## config.mk

```make
export PLATFORM = sky130hd
export DESIGN_NAME = vn_serial
export DESIGN_NICKNAME = d
export VERILOG_FILES = /design/src/rtl/ldpc_pkg.sv /design/src/rtl/vn_sat.sv /design/src/rtl/vn_serial.sv
export SDC_FILE = /design/constraint.sdc
export NUM_CORES = 1
export LEC_CHECK = 0
export ABC_CLOCK_PERIOD_IN_PS = 13900
export CAP_MARGIN = 20
export CORE_UTILIZATION = 60
export CTS_BUF_LIST = sky130_fd_sc_hd__clkbuf_16
export DETAILED_ROUTE_END_ITERATION = 16
export PLACE_DENSITY_LB_ADDON = 0.3
export SYNTH_ARGS = -nofsm -noshare
export SYNTH_HDL_FRONTEND = slang
export SYNTH_SLANG_ARGS = --single-unit
```

## constraint.sdc

```tcl
create_clock -name clk -period 13.9 [get_ports clk]
set_input_delay 3.475 -clock clk [delete_from_list [all_inputs] [get_ports clk]]
set_output_delay 3.475 -clock clk [all_outputs]
set_load 0.02 [all_outputs]
```

## src/rtl/ldpc_pkg.sv

```systemverilog
// Shared constants and types for the LDPC variable-node datapath.
// Message format is signed Q(INT).(FRAC); saturation is symmetric so the most negative code never appears.
package ldpc_pkg;

    localparam int INT  = 8;
    localparam int FRAC = 8;
    localparam int W    = INT + FRAC;
    localparam int DV   = 3;
    localparam int DC   = 5;
    localparam int N    = 155;
    localparam int M    = 93;

    localparam logic signed [W-1:0] SAT_MAX = W'((1 << (W-1)) - 1);
    localparam logic signed [W-1:0] SAT_MIN = -SAT_MAX;

    typedef enum logic [1:0] {
        S_CHAN = 2'd0,
        S_MSG  = 2'd1,
        S_OUT  = 2'd2
    } vn_state_e;

endpackage

```

## src/rtl/vn_sat.sv

```systemverilog
// Saturating subtract: wide signed minuend minus W-bit signed subtrahend,
// clamped symmetrically to +/-(2^(W-1)-1).
module vn_sat #(
    parameter int AW = 18,
    parameter int W  = 16
) (
    input  logic [AW-1:0] minuend,
    input  logic [W-1:0]  subtrahend,
    output logic [W-1:0]  result
);

    // One guard bit above the accumulator width so the difference itself can never wrap.
    localparam int DW = AW + 1;
    localparam logic signed [DW-1:0] HI = {{(DW-W+1){1'b0}}, {(W-1){1'b1}}};
    localparam logic signed [DW-1:0] LO = -HI;

    logic signed [DW-1:0] diff;

    always_comb begin
        diff = $signed({minuend[AW-1], minuend})
             - $signed({{(DW-W){subtrahend[W-1]}}, subtrahend});
        if (diff > HI) begin
            result = HI[W-1:0];
        end else if (diff < LO) begin
            result = LO[W-1:0];
        end else begin
            result = diff[W-1:0];
        end
    end

endmodule

```

## src/rtl/vn_serial.sv

```systemverilog
// Serial LDPC variable node: takes a channel LLR plus DV check messages, then emits
// DV extrinsic variable-to-check messages with the saturated a-posteriori LLR and hard decision.
module vn_serial #(
    parameter int INT  = 8,
    parameter int FRAC = 8,
    parameter int DV   = 3
) (
    input  logic                 clk,
    input  logic                 rst_n,
    input  logic                 in_valid,
    output logic                 in_ready,
    input  logic [INT+FRAC-1:0]  in_data,
    output logic                 out_valid,
    input  logic                 out_ready,
    output logic [INT+FRAC-1:0]  out_data,
    output logic                 out_last,
    output logic [INT+FRAC-1:0]  app_llr,
    output logic                 hard_bit
);

    import ldpc_pkg::vn_state_e;
    import ldpc_pkg::S_CHAN;
    import ldpc_pkg::S_MSG;
    import ldpc_pkg::S_OUT;

    localparam int W  = INT + FRAC;
    localparam int AW = W + $clog2(DV + 1);
    localparam int CW = (DV > 1) ? $clog2(DV) : 1;

    // Handshake: a beat moves on a rising edge where valid and ready are both high;
    // ready never depends on valid, and output fields hold until the beat moves.
    vn_state_e            state, state_nxt;
    logic [CW-1:0]        cnt, cnt_nxt;
    logic signed [AW-1:0] acc, acc_nxt;
    logic [W-1:0]         msg_buf [DV];
    logic                 buf_we;
    logic                 last_cnt;
    logic signed [AW-1:0] in_ext;
    logic [W-1:0]         ext_sat;
    logic [W-1:0]         app_sat;

    assign last_cnt = (cnt == CW'(DV - 1));
    assign in_ext   = {{(AW-W){in_data[W-1]}}, in_data};

    always_comb begin
        state_nxt = state;
        cnt_nxt   = cnt;
        acc_nxt   = acc;
        buf_we    = 1'b0;
        in_ready  = 1'b0;
        out_valid = 1'b0;
        case (state)
            S_CHAN: begin
                in_ready = 1'b1;
                if (in_valid) begin
                    acc_nxt   = in_ext;
                    cnt_nxt   = '0;
                    state_nxt = S_MSG;
                end
            end
            S_MSG: begin
                in_ready = 1'b1;
                if (in_valid) begin
                    buf_we  = 1'b1;
                    acc_nxt = acc + in_ext;
                    if (last_cnt) begin
                        cnt_nxt   = '0;
                        state_nxt = S_OUT;
                    end else begin
                        cnt_nxt = cnt + CW'(1);
                    end
                end
            end
            S_OUT: begin
                out_valid = 1'b1;
                if (out_ready) begin
                    if (last_cnt) begin
                        cnt_nxt   = '0;
                        state_nxt = S_CHAN;
                    end else begin
                        cnt_nxt = cnt + CW'(1);
                    end
                end
            end
            default: begin
                state_nxt = S_CHAN;
                cnt_nxt   = '0;
            end
        endcase
    end

    always_ff @(posedge clk or negedge rst_n) begin
        if (!rst_n) begin
            state <= S_CHAN;
            cnt   <= '0;
            acc   <= '0;
        end else begin
            state <= state_nxt;
            cnt   <= cnt_nxt;
            acc   <= acc_nxt;
        end
    end

    always_ff @(posedge clk or negedge rst_n) begin
        if (!rst_n) begin
            for (int i = 0; i < DV; i++) begin
                msg_buf[i] <= '0;
            end
        end else if (buf_we) begin
            msg_buf[cnt] <= in_data;
        end
    end

    // Extrinsic message excludes the receiving check's own contribution.
    vn_sat #(.AW(AW), .W(W)) u_sat_ext (
        .minuend    (acc),
        .subtrahend (msg_buf[cnt]),
        .result     (ext_sat)
    );

    vn_sat #(.AW(AW), .W(W)) u_sat_app (
        .minuend    (acc),
        .subtrahend ('0),
        .result     (app_sat)
    );

    // Outputs are forced to zero outside S_OUT so idle and reset look identical downstream.
    assign out_data = out_valid ? ext_sat : '0;
    assign app_llr  = out_valid ? app_sat : '0;
    assign out_last = out_valid & last_cnt;
    assign hard_bit = out_valid & acc[AW-1];

endmodule

```

**Yosys cells after proc, flatten, opt, wreduce, memory -nomap -nowiden**

Cells that the tools add are included.

- Register bits: 70
- Input bits: 20
- Output and inout bits: 36
- Logic and storage cells: 63

- Add/subtract/negate cells: 3
- $lt $le $gt $ge: 6
- Eq/ne operators: 8
- Muxes and demuxes: 30
- Bitwise logic cells: 3
- Reduce and logical (&&, ||, !) cells: 7

Operators with widths:

| kind | number |
|---|---|
| 16-bit 2-to-1 mux | 9 |
| 48-bit bitwise mux | 1 |
| 18-bit 2-to-1 mux | 2 |
| 18-bit case mux with 2 select lines | 1 |
| 16-bit binary-select mux with 2-bit select | 1 |
| 16-bit demux with 2-bit select | 1 |
| 19-bit by 16-bit > comparator with 1-bit output (second input constant) | 1 |
| 19-bit by 16-bit less-than comparator with 1-bit output (second input constant) | 1 |
| 18-bit by 16-bit subtractor with 19-bit output | 1 |
| 18-bit by 16-bit adder with 18-bit output | 1 |
| 18-bit by 16-bit > comparator with 1-bit output (second input constant) | 1 |
| 18-bit by 16-bit less-than comparator with 1-bit output (second input constant) | 1 |
| 2-bit 2-to-1 mux | 9 |
| 2-bit case mux with 3 select lines | 2 |
| 2-bit inequality test (second input constant) | 5 |
| 3-bit AND reduction | 2 |
| 5-bit AND reduction | 1 |
| 2-bit equality test (second input constant) | 2 |
| 1-bit 2-to-1 mux | 4 |
| 3-bit >= comparator (second input constant) | 1 |
| 3-bit by 1-bit less-than comparator with 1-bit output (second input constant) | 1 |
| 2-bit inverter with 3-bit output | 1 |
| 2-bit by 1-bit adder with 2-bit output (second input constant) | 1 |
| 1-bit bitwise AND | 2 |
| 5 further kinds | 5 |

**Depth between registers and ports, before layout**

Gate-level depths: netlist of run 1.

- Depth after elaboration: 9
- Depth in mapped cells: 17
- Gate-level depth less buffers: 15

**By module**

A second synthesis of run 1 with hierarchy kept.

- Cell total of the unflattened synthesis: 736
- Area, all modules: 6520.0 µm²

By module, submodules not included:

| module | instances | cells each | area an instance (µm²) | seq. area each (µm²) |
|---|---|---|---|---|
| vn_serial | 1 | 411 | 4182.8 | 1751.7 |
| vn_sat at u_sat_ext | 1 | 159 | 1174.9 | 0.0 |
| vn_sat at u_sat_app | 1 | 166 | 1162.4 | 0.0 |

**Worst setup path after synthesis of run 1**

OpenSTA, ideal clock, no wires.

- Kind: reg2out
- From: register cnt[1]
- To: output out_data[3]
- Arrival: 4.218 ns
- Data required time: 10.425 ns
- Slack: 6.207 ns
- Cell stages (with the launch flop): 16
- Path buffers: 2
- Cells stage by stage: dfrtp_1 > buf_1 > clkbuf_1 > mux2i_1 > o21ai_0 > ha_1 > fa_1 > nor2b_1 > o2111ai_1 > a21oi_1 > o221ai_1 > a311o_1 > o21ai_0 > o41ai_2 > o41a_1 > o31ai_1

- Word-level cells in the longest chain between the ends: 9
- Elaborated cells between the ends (all ways): 10
- Classes of those cells: add/sub: 1; order compare: 2; mux: 6; bitwise: 1

RTL lines:

| what | line | text |
|---|---|---|
| start, declared | vn_serial.sv:33 | `logic [CW-1:0] cnt, cnt_nxt;` |
| start signal, assigned | vn_serial.sv:99 | `cnt <= cnt_nxt;` |
| 2-bit inverter with 3-bit output (not written as such) (*) | vn_serial.sv:117 | `.subtrahend (msg_buf[cnt]),` |
| 16-bit binary-select mux with 2-bit select (*) | vn_serial.sv:117 |  |
| 16-bit 2-to-1 mux (not written as such) (*) (2 in a row) | vn_serial.sv:117 |  |
| 18-bit by 16-bit subtractor with 19-bit output (*) | vn_sat.sv:21 | `- $signed({{(DW-W){subtrahend[W-1]}}, subtrahend});` |
| 19-bit by 16-bit less-than comparator with 1-bit output | vn_sat.sv:24 | `end else if (diff < LO) begin` |
| 16-bit 2-to-1 mux | vn_sat.sv:24 |  |
| 16-bit 2-to-1 mux (*) | vn_sat.sv:22 | `if (diff > HI) begin` |
| 16-bit 2-to-1 mux (*) | vn_serial.sv:128 | `assign out_data = out_valid ? ext_sat : '0;` |
| end, declared | vn_serial.sv:15 | `output logic [INT+FRAC-1:0] out_data,` |

Mark *: on every way between the ends. The rest lies on a longest branch, timed or not. The select of a mux whose other input is x is not followed.

**Worst setup path after layout of run 1**

- From: register cnt[0]
- To: output out_data[3]

The elaborated chain is that of the path after synthesis.

==> results.py, run 1 <==
metrics = {
    "run_status": {
        "outcome": "finished clean",
    },
    "sta": {
        "finalSetupViolations": 0,
        "period_share_pct": 67.68,
        "tightest_slew_ps": 1154,
        "finalSetupTns_ps": 0,
        "max_slew_margin_pct": 22.81,
        "skew_ps": 7.667,
        "fin_crit_ps": 9407,
        "fmax_mhz": 106.3,
        "slew_violations": 0,
        "hold_viol_final": 0,
        "rsz0062_at_grt": "false",
    },
    "synth": {
        "synth.distinct_cells": 67,
        "synthXorXnorAreaFrac_pct": 2.746,
        "synthAdderAreaFrac_pct": 9.508,
        "synth-compound-area-share_pct": 21.09,
        "synth-simple-area-share_pct": 16.09,
        "synth_seq_area_share_pct": 32.31,
        "synth_ff_type": "dfrtp_1",
        "ys.warnings.count": 0,
        "synth-edff-count": 0,
        "yosys.area.top_type": "dfrtp_1",
        "yosysTopAreaCellShare_pct": 32.31,
        "synth_top_family_by_area": "compound AO/OA/AOI/OAI gates",
        "postSynthCellCount": 610,
        "synthTopCellsByArea": "dfrtp_1 32%, mux2_2 10%, ha_1 8.8%",
        "synth.avg_cell_area_sq_um": 8.888,
        "async_reset_ff_share_pct": 100.0,
        "synthMuxAreaShare_pct": 14.77,
        "synth_seq_cells": 70,
        "syn-cell-area_sq_um": 5421,
        "syn_nets": 670,
    },
    "clocking": {
        "cts_sinks": 70,
        "insertion_delay_ps": 320,
        "cts.repair.resized": 0,
        "post-cts-setup-buffers": 0,
        "htree_levels": 3,
        "cts_root_buffer": "clkbuf_16",
        "clock_path_buffers": 2,
        "cts_hold_buf": 0,
        "cts_inserted_buffers": 9,
        "cts_tree": "built",
        "path_clk_slew_ps": 60,
    },
    "critical_path": {
        "start_kind": "flop",
        "crit_path_max_fanout": 21,
        "r2r_slack_ps": 10440,
        "critical_path_required_ps": 10430,
        "crit_arrival_ps": 5930,
        "end_kind": "output pin",
        "critPathKind": "reg2out",
    },
    "routing": {
        "viasPerCell": 6.417,
        "wl_per_cell_um": 18.96,
        "drc": 0,
        "routed-via-count": 4928,
        "drt_iter0_drc": 292,
        "routed_wl_um": 14560,
        "firstDrtPassIters": 4,
        "ant_nets": 0,
    },
    "die": {
        "dieArea_sq_um": 9420,
        "core_sq_um": 8721,
        "ioPinCount": 56,
        "rows": 34,
        "die_y_um": 97.06,
        "die_w_um": 97.06,
        "initial_core_util_pct": 62.17,
    },
    "placement": {
        "portBuffers": 55,
        "place_area_sq_um": 6031,
        "dp_hpwl_um": 10830,
        "gp_congestion": 0.8713,
    },
    "global_routing": {
        "overflow": 0,
        "grt_pass1_wl_um": 24090,
        "first_global_vias": 4752,
        "track_usage_pct": 32.06,
        "grt_antenna_before_repair": 0,
        "grt_max_degree": 71,
    },
    "final_layout": {
        "final_common_cell": "dfrtp_1",
        "final_area_sq_um": 6287,
        "diodes": 0,
        "area.growth.synth_to_final_pct": 15.97,
        "nets": 716,
        "final_cell_mix": "70 x dfrtp_1, 68 x nor2_1, 54 x clkdlybuf4s50_1",
        "n_fill_cell": 664,
        "finalCoreUtilization_pct": 72.09,
        "layout-drive-gt1-share_pct": 12.12,
    },
    "min_path": {
        "holdCritPathClass": "reg2reg",
    },
    "job": {
        "drv_cap": 0,
    },
}
area by class of cell:
cell class	count	area (sq um)	share of cell area [%]
multi-input combinational	493	3486	55.44
tap	108	135.1	2.149
timing repair buffer	58	568.0	9.035
sequential	70	1752	27.86
inverter	24	90.09	1.433
clock inverter	6	31.28	0.4975
clock buffer	9	225.2	3.582
sequential cells by signal, summed over array words and instances, names as in the netlist:
name / count
acc: 18
cnt: 2
state: 2
msg_buf: 48
synthesized netlist by cell type, types with 7 or more instances:
library cell,count
clkbuf_1,17
dfrtp_1,70
o21a_1,10
a21oi_1,51
ha_1,38
inv_1,22
nand4_1,7
o21ai_0,49
mux2_2,48
nand3_1,9
xor2_1,11
nor2_1,68
nor3_1,16
nand2_1,40
mux2i_1,26
worst paths after layout:
check	start	endpoint	depth (start not counted)
max in group asynchronous	rst_n	msg_buf[0]	2
worst min register to register	msg_buf[24]	msg_buf[24]	1
worst max-delay path	cnt[0]	out_data[3]	14
worst max register to register	acc[1]	acc[16]	11
min in group asynchronous	rst_n	state[0]	2
worst min-delay path	msg_buf[24]	msg_buf[24]	1
critical path: stages (launching register included):
cell	delay [ps]
dfrtp_1	820
inv_1	160
nor2_1	920
a21oi_1	280
ha_1	330
nor2b_1	140
o31a_1	310
o41a_1	370
o31ai_2	260
o21ai_1	170
mux2_2	270
nor2b_1	60
o41a_1	580
o31ai_1	280
clkdlybuf4s50_1	650
metal layers:
metal | vias up | share of wire, % | GRT usage, %
li1 | 2348 | - | -
met1 | 2396 | 46 | 44.36
met2 | 149 | 46 | 50.11
met3 | 35 | 4.3 | 5.252
met4 | 0 | 3.3 | 13.20
met5 | - | 0 | 0
stage by stage:
stage / worst slack, ps / hold slack (ps) / cells
after CTS: 4583 / 501.1 / 768
after detailed placement: 4927 / 494.2 / 753
final: 4493 / 505.8 / 768
after floorplan: 6207 / 449.6 / 610
after global placement: 5074 / 465.4 / 753
after global routing: 4169 / 518.9 / 768
cells by family (layout without fill, tap and decap cells):
logic type                 after synthesis  count (layout)
and+or+nand+nor                        184             184
muxes                                   74              74
adders and majority gates               40              40
AOI/OAI and AO/OA                      178             178
xor gates and xnor gates                17              17
buffers and inverters                   47              97
DFF                                     70              70
Power of run 1 is left out: the tool's default activity adds up to more than one toggle a clock period on the data nets, which glitch-free logic cannot reach.
==> inputs of run 2 (changes only) <==
--- a/config.mk
+++ b/config.mk
@@ -5,9 +5,9 @@
 export SDC_FILE = /design/constraint.sdc
 export NUM_CORES = 1
 export LEC_CHECK = 0
-export ABC_CLOCK_PERIOD_IN_PS = 13900
+export ABC_CLOCK_PERIOD_IN_PS = 9100
 export CAP_MARGIN = 20
-export CORE_UTILIZATION = 60
+export CORE_UTILIZATION = 58
 export CTS_BUF_LIST = sky130_fd_sc_hd__clkbuf_16
 export DETAILED_ROUTE_END_ITERATION = 16
 export PLACE_DENSITY_LB_ADDON = 0.3
==> constraint.sdc (replaced) <==
create_clock -name clk -period 9.1 [get_ports clk]
set_input_delay 2.275 -clock clk [delete_from_list [all_inputs] [get_ports clk]]
set_output_delay 2.275 -clock clk [all_outputs]
set_load 0.02 [all_outputs]
==> run 2 against run 1 <==
  * Clock skew down 4.2 ps
  * Utilization down 0.32 points
  * Cell count up 0.39%
  * Register-to-register slack worse by 4800 ps
  * Wire length up 1.9%
  * Design area up 1.5%
  * First-iteration DRC count down 11%
  * Global-route usage down 0.50 points
  * Non-clock buffer count up 2
  * Via count up 1.5%
  * Critical endpoint unchanged
  * Largest cell class unchanged
==> results.py, run 2 (synthesis gave the netlist of run 1 again) <==
metrics = {
    "final_layout": {
        "nets": 718,
        "final_common_cell": "dfrtp_1",
        "area.growth.synth_to_final_pct": 17.70,
        "largest_reg_flops": 48,
        "layout-drive-gt1-share_pct": 12.67,
        "reg.largest.list": "msg_buf (48), acc (18)",
        "final_area_sq_um": 6381,
        "finalCoreUtilization_pct": 71.77,
        "largest-register": "msg_buf",
        "diodes": 0,
        "stdcell_count": 771,
        "final_cell_mix": "70 x dfrtp_1, 68 x nor2_1, 54 x clkdlybuf4s50_1",
    },
    "die": {
        "initial_core_util_pct": 60.98,
        "dieArea_sq_um": 9738,
        "core_sq_um": 8891,
        "ioPinCount": 56,
        "die_y_um": 98.68,
        "rows": 34,
        "die_w_um": 98.68,
    },
    "clocking": {
        "path_clk_slew_ps": 60,
        "post-cts-setup-buffers": 0,
        "cts.repair.resized": 0,
        "cts_sinks": 70,
        "clock_path_buffers": 2,
        "htree_levels": 3,
        "cts_hold_buf": 0,
        "cts_inserted_buffers": 9,
        "cts_root_buffer": "clkbuf_16",
        "insertion_delay_ps": 330,
        "cts_tree": "built",
    },
    "critical_path": {
        "crit_chain": "inv_1 -> nor2_1 -> nand2_1 -> o21ai_0 -> ha_1 -> fa_1 -> nor2b_1 -> o21ai_0 -> nor3b_1 -> o221ai_1 -> a2111oi_2 -> nand4_1 -> o41ai_2 -> o41a_1 -> o31ai_1 -> clkdlybuf4s50_1",
        "path_common_cell": "o21ai_0",
        "critPathKind": "reg2out",
        "worst_path_largest_cell_delay_ps": 760,
        "crit_arrival_ps": 5640,
        "end_kind": "output pin",
        "cp_slowest_cell": "nor2_1",
        "start_kind": "flop",
        "crit_path_max_fanout": 21,
        "critical_path_required_ps": 6830,
    },
    "placement": {
        "dp_hpwl_um": 10820,
        "gp_congestion": 0.9559,
        "portBuffers": 55,
        "dp_cells": 754,
        "place_area_sq_um": 6038,
    },
    "routing": {
        "firstDrtPassIters": 5,
        "drc": 0,
        "wl_per_cell_um": 19.24,
        "drt_iter0_drc": 260,
        "routed_wl_um": 14840,
        "routed-via-count": 5001,
        "ant_nets": 0,
        "viasPerCell": 6.486,
    },
    "sta": {
        "hold_viol_final": 0,
        "finalSetupViolations": 0,
        "max_slew_margin_pct": 35.67,
        "fin_crit_ps": 7919,
        "slew_violations": 0,
        "skew_ps": 3.508,
        "tightest_slew_ps": 962.2,
        "finalSetupTns_ps": 0,
        "fmax_mhz": 126.3,
        "period_share_pct": 87.03,
        "rsz0062_at_grt": "false",
    },
    "global_routing": {
        "grt_max_degree": 71,
        "grt_antenna_before_repair": 0,
        "track_usage_pct": 31.55,
        "grt_pass1_wl_um": 23960,
        "first_global_vias": 4801,
        "overflow": 0,
    },
    "job": {
        "drv_cap": 0,
    },
    "min_path": {
        "holdCritPathClass": "reg2reg",
    },
    "run_status": {
        "outcome": "finished clean",
    },
}
run 2: layout make-up:
type / count / area [sq um]
clock buffer: 9 / 225.2
clock inverter: 7 / 90.09
fill: 699 / 2510
inverter: 24 / 90.09
multi-input combinational: 493 / 3486
sequential: 70 / 1752
tap: 108 / 135.1
timing repair buffer: 60 / 603.1
run 2: metal layers:
| metal | track usage (%) | vias up | wire [um] |
|---|---|---|---|
| li1 | - | 2344 | - |
| met1 | 41.92 | 2389 | 6514 |
| met2 | 50.60 | 220 | 6739 |
| met3 | 5.106 | 48 | 931 |
| met4 | 15.04 | 0 | 649 |
| met5 | 0 | - | 0 |
run 2: worst paths after layout:
kind                       startpoint          end  slack, ps  cells after the start
max in group asynchronous       rst_n      acc[14]       6380                      2
min reg2reg                msg_buf[1]   msg_buf[1]        490                      2
max reg2reg                    acc[0]      acc[16]       5600                     12
min in group asynchronous       rst_n       acc[4]       2150                      2
min                        msg_buf[1]   msg_buf[1]        490                      2
max                            cnt[0]  out_data[3]       1180                     16
run 2: worst max-delay path, delay by kind of cell, from the launching register on:
kind                     cells  cell delay (ps)
AO/OA/AOI/OAI                7             1880
AND/OR/NAND/NOR              5             1490
flip-flops                   1              740
buffers and inverters        2              710
adder cells (fa/ha/maj)      2              500
run 2: stage by stage:
step                      worst slack (ps)  hold slack, ps
after global routing                 676.9           508.3
after floorplan                       2607           449.6
after detailed placement              1601           476.8
after global placement                1775           466.7
final                                 1181           491.0
after CTS                             1218           488.9
Power of run 2 is left out for the same reason.
